**config.mk**
```make
export PLATFORM = sky130hd
export DESIGN_NAME = mem_stage_flat
export DESIGN_NICKNAME = d
export VERILOG_FILES = /design/src/rtl/cpu_pkg.sv /design/src/rtl/mem_stage_if.sv /design/src/rtl/load_align.sv /design/src/rtl/mem_stage.sv /design/src/flat_wrapper.sv
export SDC_FILE = /design/constraint.sdc
export NUM_CORES = 1
export LEC_CHECK = 0
export ABC_AREA = 1
export BUFFER_PORTS_ARGS = -buffer_cell sky130_fd_sc_hd__clkbuf_2
export CORE_AREA = 3 3 199 201
export DETAILED_ROUTE_END_ITERATION = 16
export DIE_AREA = 0 0 202 204
export MAX_ROUTING_LAYER = met4
export REMOVE_ABC_BUFFERS = 1
export SLEW_MARGIN = 10
export SYNTH_ARGS = -nofsm -noshare
export SYNTH_HDL_FRONTEND = slang
export SYNTH_HIERARCHICAL = 1
export SYNTH_SLANG_ARGS = --single-unit
```
**constraint.sdc**
```tcl
create_clock -name clk -period 2.6 [get_ports clk]
set_clock_uncertainty 0.15 [all_clocks]
set_input_delay 0.39 -clock clk [delete_from_list [all_inputs] [get_ports clk]]
set_output_delay 0.39 -clock clk [all_outputs]
set_load 0.005 [all_outputs]
```
**src/rtl/cpu_pkg.sv**
```systemverilog
// Shared definitions for the MEM pipeline stage: bus widths, load-op encodings,
// stage state encoding and the layout of the EX->MEM bus.
package cpu_pkg;

  localparam int TAIL_W   = 173;
  localparam int EXC_IDX  = 140;
  localparam int ERTN_IDX = 141;

  localparam int EX_MEM_W = 44 + TAIL_W;
  localparam int MEM_WB_W = 211;
  localparam int MEM_ID_W = 39;

  // One-hot load opcodes, ordered {b, bu, h, hu, w}
  localparam logic [4:0] LD_OP_B  = 5'b10000;
  localparam logic [4:0] LD_OP_BU = 5'b01000;
  localparam logic [4:0] LD_OP_H  = 5'b00100;
  localparam logic [4:0] LD_OP_HU = 5'b00010;
  localparam logic [4:0] LD_OP_W  = 5'b00001;

  typedef enum logic [1:0] {
    IDLE = 2'd0,
    WAIT = 2'd1,
    HOLD = 2'd2
  } mem_st_t;

  typedef struct packed {
    logic [4:0]        ld_op;
    logic              mem_req;
    logic              rf_we;
    logic [4:0]        rf_waddr;
    logic [31:0]       result;
    logic [TAIL_W-1:0] tail;
  } ex_mem_bus_t;

endpackage

```
**src/rtl/mem_stage_if.sv**
```systemverilog
// Handshake and data buses around the MEM stage. The master modport is the
// stage itself; the slave modport is the surrounding pipeline (EX, WB, SRAM).
interface mem_stage_if;

  logic                          ex_to_mem_valid;
  logic                          mem_allowin;
  cpu_pkg::ex_mem_bus_t          ex_to_mem_bus;
  logic                          data_sram_data_ok;
  logic [31:0]                   data_sram_rdata;
  logic                          wb_allowin;
  logic                          mem_to_wb_valid;
  logic [cpu_pkg::MEM_WB_W-1:0]  mem_to_wb_bus;
  logic                          wb_ex;
  logic                          ertn_flush;
  logic                          wb_refetch_flush;
  logic [cpu_pkg::MEM_ID_W-1:0]  mem_to_id_bus;
  logic                          mem_to_ex_bus;

  modport master (
    input  ex_to_mem_valid, ex_to_mem_bus, data_sram_data_ok, data_sram_rdata,
           wb_allowin, wb_ex, ertn_flush, wb_refetch_flush,
    output mem_allowin, mem_to_wb_valid, mem_to_wb_bus, mem_to_id_bus, mem_to_ex_bus
  );

  modport slave (
    output ex_to_mem_valid, ex_to_mem_bus, data_sram_data_ok, data_sram_rdata,
           wb_allowin, wb_ex, ertn_flush, wb_refetch_flush,
    input  mem_allowin, mem_to_wb_valid, mem_to_wb_bus, mem_to_id_bus, mem_to_ex_bus
  );

endinterface

```
**src/rtl/load_align.sv**
```systemverilog
// Load data alignment: shifts the addressed byte/halfword down to bit 0 and
// sign- or zero-extends according to the one-hot load opcode.
module load_align
  import cpu_pkg::*;
(
  input  logic [4:0]  ld_op_i,
  input  logic [1:0]  off_i,
  input  logic [31:0] word_i,
  output logic [31:0] wdata_o
);

  logic [31:0] shifted_s;

  assign shifted_s = word_i >> {off_i, 3'b000};

  // Select extension mode from the load opcode
  always_comb begin
    wdata_o = word_i;
    case (ld_op_i)
      LD_OP_B:  wdata_o = {{24{shifted_s[7]}}, shifted_s[7:0]};
      LD_OP_BU: wdata_o = {24'h000000, shifted_s[7:0]};
      LD_OP_H:  wdata_o = {{16{shifted_s[15]}}, shifted_s[15:0]};
      LD_OP_HU: wdata_o = {16'h0000, shifted_s[15:0]};
      LD_OP_W:  wdata_o = word_i;
      default:  wdata_o = word_i;
    endcase
  end

endmodule

```
**src/rtl/mem_stage.sv**
```systemverilog
// MEM pipeline stage: holds one instruction, waits for its data-SRAM response,
// aligns load data and hands the result to WB. A flush while a request is
// outstanding arms 'cancel' so the orphaned response is swallowed later.
module mem_stage
  import cpu_pkg::*;
(
  input  logic         clk,
  input  logic         resetn,
  mem_stage_if.master  io
);

  ex_mem_bus_t bus_q, bus_d;
  logic        mem_valid_q, mem_valid_d;
  mem_st_t     st_q, st_d;
  logic        cancel_q, cancel_d;
  logic [31:0] rdata_buf_q, rdata_buf_d;

  logic        flush_s;
  logic        pending_s;
  logic        resp_hit_s;
  logic        ready_go_s;
  logic        allowin_s;
  logic        accept_s;
  logic        retire_s;
  logic        is_load_s;
  logic [31:0] word_s;
  logic [31:0] aligned_s;
  logic [31:0] rf_wdata_s;
  logic [31:0] fwd_wdata_s;
  logic        fwd_we_s;
  logic        ld_stall_s;

  assign flush_s    = io.wb_ex | io.ertn_flush | io.wb_refetch_flush;
  assign pending_s  = mem_valid_q & (st_q == WAIT);
  // A response only belongs to us when no cancelled request is still in flight
  assign resp_hit_s = pending_s & io.data_sram_data_ok & ~cancel_q;
  assign ready_go_s = ~bus_q.mem_req | resp_hit_s | (st_q == HOLD);
  assign allowin_s  = ~mem_valid_q | (ready_go_s & io.wb_allowin);
  assign accept_s   = io.ex_to_mem_valid & allowin_s & ~flush_s;
  assign retire_s   = mem_valid_q & ready_go_s & io.wb_allowin;
  assign is_load_s  = (bus_q.ld_op != 5'b00000);

  // Captured data must be used in HOLD, the live SRAM bus otherwise
  assign word_s = (st_q == HOLD) ? rdata_buf_q : io.data_sram_rdata;

  load_align u_load_align (
    .ld_op_i (bus_q.ld_op),
    .off_i   (bus_q.result[1:0]),
    .word_i  (word_s),
    .wdata_o (aligned_s)
  );

  assign rf_wdata_s  = is_load_s ? aligned_s : bus_q.result;
  assign fwd_wdata_s = (is_load_s & ~ready_go_s) ? bus_q.result : rf_wdata_s;
  assign fwd_we_s    = mem_valid_q & bus_q.rf_we & ~bus_q.tail[EXC_IDX];
  assign ld_stall_s  = mem_valid_q & is_load_s & ~ready_go_s;

  assign io.mem_allowin     = allowin_s;
  assign io.mem_to_wb_valid = mem_valid_q & ready_go_s & ~flush_s;
  assign io.mem_to_wb_bus   = {bus_q.rf_we, bus_q.rf_waddr, rf_wdata_s, bus_q.tail};
  assign io.mem_to_id_bus   = {fwd_we_s, bus_q.rf_waddr, fwd_wdata_s, ld_stall_s};
  assign io.mem_to_ex_bus   = mem_valid_q & (bus_q.tail[EXC_IDX] | bus_q.tail[ERTN_IDX]);

  // Next-state: occupancy, wait/hold sequencing and response buffering
  always_comb begin
    mem_valid_d = mem_valid_q;
    st_d        = st_q;
    rdata_buf_d = rdata_buf_q;
    bus_d       = bus_q;
    if (flush_s) begin
      mem_valid_d = 1'b0;
      st_d        = IDLE;
    end else if (accept_s) begin
      mem_valid_d = 1'b1;
      bus_d       = io.ex_to_mem_bus;
      st_d        = io.ex_to_mem_bus.mem_req ? WAIT : IDLE;
    end else if (retire_s) begin
      mem_valid_d = 1'b0;
      st_d        = IDLE;
    end else if (resp_hit_s) begin
      rdata_buf_d = io.data_sram_rdata;
      st_d        = HOLD;
    end else begin
      st_d        = st_q;
    end
  end

  // Next-state: cancel tracks one orphaned request left behind by a flush
  always_comb begin
    cancel_d = cancel_q;
    if (cancel_q) begin
      if (io.data_sram_data_ok) begin
        // The orphan is consumed; re-arm only if a newer request is also flushed
        cancel_d = flush_s & pending_s;
      end else begin
        cancel_d = 1'b1;
      end
    end else if (flush_s & pending_s & ~io.data_sram_data_ok) begin
      cancel_d = 1'b1;
    end else begin
      cancel_d = 1'b0;
    end
  end

  // Stage state registers
  always_ff @(posedge clk or negedge resetn) begin
    if (!resetn) begin
      mem_valid_q <= 1'b0;
      st_q        <= IDLE;
      cancel_q    <= 1'b0;
      rdata_buf_q <= 32'h0000_0000;
      bus_q       <= '0;
    end else begin
      mem_valid_q <= mem_valid_d;
      st_q        <= st_d;
      cancel_q    <= cancel_d;
      rdata_buf_q <= rdata_buf_d;
      bus_q       <= bus_d;
    end
  end

endmodule

```
**src/flat_wrapper.sv**
```systemverilog
// flat-port wrapper written by rule: the top's interface ports become plain ports
module mem_stage_flat import cpu_pkg::*;
  (clk, resetn, io_ex_to_mem_valid, io_ex_to_mem_bus, io_data_sram_data_ok, io_data_sram_rdata, io_wb_allowin, io_wb_ex, io_ertn_flush, io_wb_refetch_flush, io_mem_allowin, io_mem_to_wb_valid, io_mem_to_wb_bus, io_mem_to_id_bus, io_mem_to_ex_bus);
  mem_stage_if io_i ();
  input  logic clk;
  input  logic resetn;
  input wire logic [$bits(io_i.ex_to_mem_valid)-1:0] io_ex_to_mem_valid;
  input wire logic [$bits(io_i.ex_to_mem_bus)-1:0] io_ex_to_mem_bus;
  input wire logic [$bits(io_i.data_sram_data_ok)-1:0] io_data_sram_data_ok;
  input wire logic [$bits(io_i.data_sram_rdata)-1:0] io_data_sram_rdata;
  input wire logic [$bits(io_i.wb_allowin)-1:0] io_wb_allowin;
  input wire logic [$bits(io_i.wb_ex)-1:0] io_wb_ex;
  input wire logic [$bits(io_i.ertn_flush)-1:0] io_ertn_flush;
  input wire logic [$bits(io_i.wb_refetch_flush)-1:0] io_wb_refetch_flush;
  output wire logic [$bits(io_i.mem_allowin)-1:0] io_mem_allowin;
  output wire logic [$bits(io_i.mem_to_wb_valid)-1:0] io_mem_to_wb_valid;
  output wire logic [$bits(io_i.mem_to_wb_bus)-1:0] io_mem_to_wb_bus;
  output wire logic [$bits(io_i.mem_to_id_bus)-1:0] io_mem_to_id_bus;
  output wire logic [$bits(io_i.mem_to_ex_bus)-1:0] io_mem_to_ex_bus;
  assign io_i.ex_to_mem_valid = io_ex_to_mem_valid;
  assign io_i.ex_to_mem_bus = io_ex_to_mem_bus;
  assign io_i.data_sram_data_ok = io_data_sram_data_ok;
  assign io_i.data_sram_rdata = io_data_sram_rdata;
  assign io_i.wb_allowin = io_wb_allowin;
  assign io_i.wb_ex = io_wb_ex;
  assign io_i.ertn_flush = io_ertn_flush;
  assign io_i.wb_refetch_flush = io_wb_refetch_flush;
  assign io_mem_allowin = io_i.mem_allowin;
  assign io_mem_to_wb_valid = io_i.mem_to_wb_valid;
  assign io_mem_to_wb_bus = io_i.mem_to_wb_bus;
  assign io_mem_to_id_bus = io_i.mem_to_id_bus;
  assign io_mem_to_ex_bus = io_i.mem_to_ex_bus;
  mem_stage u_core (.clk(clk), .resetn(resetn), .io(io_i));
endmodule
```
==> metrics.md <==
| Metric | Value |
|---|---|
| Hold Crit Start | io_data_sram_rdata[15] |
| FF/Latch Area | 0.006331 mm2 |
| Ratio of cells with drive above 1 in the final layout | 32.54% |
| Maximum buffer depth of the clock tree | 3 |
| Total track usage | 23.97% |
| Initial antenna violation count | 5 |
| DP HPWL | around 34,000 um |
| Avg Vias per Cell | roughly 4.7 |
| Syn Inst Count | 1,765 |
| Drt total wl | 49,430 um |
| Fin crit period | between 3 and 4 ns |
| Highest Clock Rate | roughly 0.32 GHz |
| DRC | 0 |
| CP max-delay cell | dfrtp_1 |
| Largest cells by area after synthesis | dfrtp_1 (47%), nand2_1 (26%), buf_4 (12%) |
| Initial DRC count | roughly 850 |
| CTS Root Cell | clkbuf_16 |
| Post-synth top area share | 47.48% |
| Final hold violations | 0 |
| Status | complete, but fails checks |
| R2R Path End | u_core/rdata_buf_q[15]$_DFFE_PN0P_ |
| Crit Path Category | reg -> out |
| Slew Viols, Final | 0 |
| Seq/Total Area, Yosys | 47.48% |
| Worst Hold Endpoint | u_core/rdata_buf_q[15]$_DFFE_PN0P_ |
| Crit end category | primary output |
| IO Port Bufs | 509 |
| Slew margin rel. | a little over half |
| First-pass GRT wire length | 76,970 um |
| Vias in the first global route | 13,946 |
| Reg2Reg Depth | 14 |
| Crit path max fanout | 9 |
| Crit path DAT | roughly 2.6 ns |
| FP Rows | 71 |
| Yosys cell types | 27 |
| Crit path max-delay family | simple AND/OR/NAND/NOR gates |
| Avg Cell Area, Syn | 7.554 um2 |
| Leak Pwr | 10.93 nW |
| Die H | 204 um |
| Max Used Layer | met4 |
| Worst Hold Slack | 0.03431 ns |
| Routed wire per std cell | 16.96 um |
| I/O pins | slightly above 500 |
| CP peak stage delay | 0.40 ns |
| Setup WS post-layout | -0.5412 ns |
| Peak VDD IR | 0.4821 mV |
| Clk pin slew, worst setup/hold paths | 0.06 ns |
| Unrepaired setup endpoints after global routing | yes |
| Most frequent cells in the layout | nand2_1 (874), clkbuf_2 (475), dfrtp_1 (253), dlygate4sd3_1 (251), buf_4 (73) |
| # nets final | 2,635 |
| Final period util | 120.8% |
| Largest net degree at the start of global routing | 81 |
| TritonCTS Buffers | 29 |
| Worst reg2reg startpoint | u_core/st_q[0]$_DFFE_PN0P_ |
| Post-DRT Antenna Nets | 0 |
| Sink Count | roughly 250 |
| Die ar. | 0.04121 mm2 |
| Max-cap violation count | 0 |
| Total power density per cell area | roughly 720 mW/mm2 |
| Core area | 0.03776 mm2 |
| Failing checks | negative setup slack |
| Hold WC Path Type | in -> reg |
| WHS Path Cells | 3 |
| Via count | between 10,000 and 15,000 |
| Worst Setup Start Kind | flop |
| Leading cell type in the layout, fill and taps excluded | nand2_1 |
| CP bufs+invs | 5 |
| CTS tree | yes |
| Total power | roughly 14 mW |
| CP required | between 2 and 2.5 ns |
| DR pass1 iterations | 5 |
| Final Setup Violations | 64 |
| WL met1 | 19,010 um |
| Initial Utilization | 35.31% |
| R2r setup slk | 0.12 ns |
| Critical-path cell list | nor2_4 > inv_2 > nand2_1 > nand2_2 > inv_2 > nand2_2 > nand2_1 > nand2_1 > nand2_1 > nor2_2 > nor2_4 > buf_12 > nand2_1 > nand2_1 > o21ai_2 > buf_4 > buf_4 |
| H-tree lvl count | 1 |
| Placed insts | 2,578 |
| Final GP Congestion | approximately 0.9 |
| Yosys warnings | 6 |
| #FFs+latches synth | 253 |
| Fillers | between 3,000 and 4,000 |
| Clk_lat worst skew | 0.54 ns |
| Total gr overflow | 0 |
| Most frequent cell on the critical path | nand2_1 |
| Cell taking the most area after synthesis | dfrtp_1 |
| Area delta synth->final | 46.85% |
| Layout Cells excl Fill | between 2,000 and 3,000 |
| Worst Max-Slew Pin Slew | about 0.7 ns |
| Met3 routed WL | between 3000 and 4000 um |
| Post-layout util | between 50% and 60% |
| Horiz. Die Dim | 202 um |
| Area used by multi-input combinational logic | 0.005110 mm2 |
| Wire length on met2 | 24,620 um |
| Post-Syn Area | 0.01333 mm2 |
==> report_power, final <==
part	switching [mW]	internal (mW)	leakage [nW]
logic	2.67	2.28	7.24
clock network	1.66	2.42	0.474
registers	0.416	4.64	3.22
==> tightest hold or removal path: stages <==
cell and delay (ns):
clkbuf_2 0.12, nand4_1 0.10, nand2_1 0.07
==> final cells by class <==
cell class | instances | share of cell area (%)
antenna | 6 | 0.07669
clock buffer | 38 | 4.237
clock inverter | 12 | 0.5943
inverter | 70 | 1.412
multi-input combinational | 1162 | 26.10
sequential | 253 | 32.34
tap | 511 | 3.266
timing repair buffer | 862 | 31.98
==> state kept, by name, summed over array words and instances, names as in the netlist <==
name	flops
u_core/rdata_buf_q	32
u_core/io.mem_to_id_bus	5
u_core/bus_q	38
u_core/cancel_q	1
u_core/io.mem_to_wb_bus	174
u_core/st_q	2
u_core/mem_valid_q	1
==> cells by family after synthesis <==
logic type	synth area share (%)
flip-flops	47.48
AO/OA/AOI/OAI	4.354
AND/OR/NAND/NOR	31.68
buffers and inverters	16.48
==> stage by stage <==
| step | setup TNS, ns | area, um2 | worst slack (ns) |
|---|---|---|---|
| 2_1_floorplan | -601.04 | 11410 | -2.657 |
| 3_3_place_gp | 0 | 15440 | 0.002043 |
| 3_5_place_dp | -0.2844 | 15440 | -0.04238 |
| 4_1_cts | -29.10 | 19220 | -0.5759 |
| 5_1_grt | -38.40 | 19580 | -0.7056 |
| 6_report | -27.30 | 19580 | -0.5412 |
==> synth_stat cells <==
library cell,count
nand2_1,919
dfrtp_1,253
buf_4,214
o21ai_0,100
inv_1,65
nand3_1,50
nand4_1,45
clkbuf_1,31
buf_2,27
nor2_1,14
o211ai_1,8
nand3_2,7
buf_6,5
nor2_2,5
nand2_2,4
buf_1,3
a21oi_1,2
nand2_4,2
nor3_1,2
o21ai_1,2
clkinv_1,1
clkinv_2,1
inv_2,1
inv_4,1
inv_6,1
nor2_4,1
nor2_8,1
==> per-layer routing <==
layer | up-vias | GRT usage (%)
met3 | 136 | 3.743
met4 | 0 | 10.91
met2 | 605 | 41.00
li1 | 6509 | -
met5 | - | -
met1 | 6317 | 27.95
==> worst max-delay path by stage <==
stage                               start                            end  cells past startpoint
3_3_place_gp   u_core/st_q[0]$_DFFE_PN0P_           io_mem_to_id_bus[29]                     18
2_1_floorplan  u_core/st_q[0]$_DFFE_PN0P_  u_core/bus_q[212]$_DFFE_PN0P_                     10
5_1_grt        u_core/st_q[0]$_DFFE_PN0P_           io_mem_to_id_bus[17]                     18
4_1_cts        u_core/st_q[1]$_DFFE_PN0P_           io_mem_to_id_bus[29]                     20
6_report       u_core/st_q[0]$_DFFE_PN0P_          io_mem_to_wb_bus[201]                     17
3_5_place_dp   u_core/st_q[0]$_DFFE_PN0P_           io_mem_to_id_bus[20]                     18
==> repair_timing <==
item | 4_1_cts | 5_1_grt
hold buffers | 251 | 0
endpoints found under the hold margin | 319 | 0
gates cloned | 0 | 1
buffers inserted | 19 | 18
gates resized for setup | 95 | 107
endpoints found under the setup margin | 65 | 65
pin swaps | 18 | 26
No activity file was read; power rests on OpenSTA's default activity.
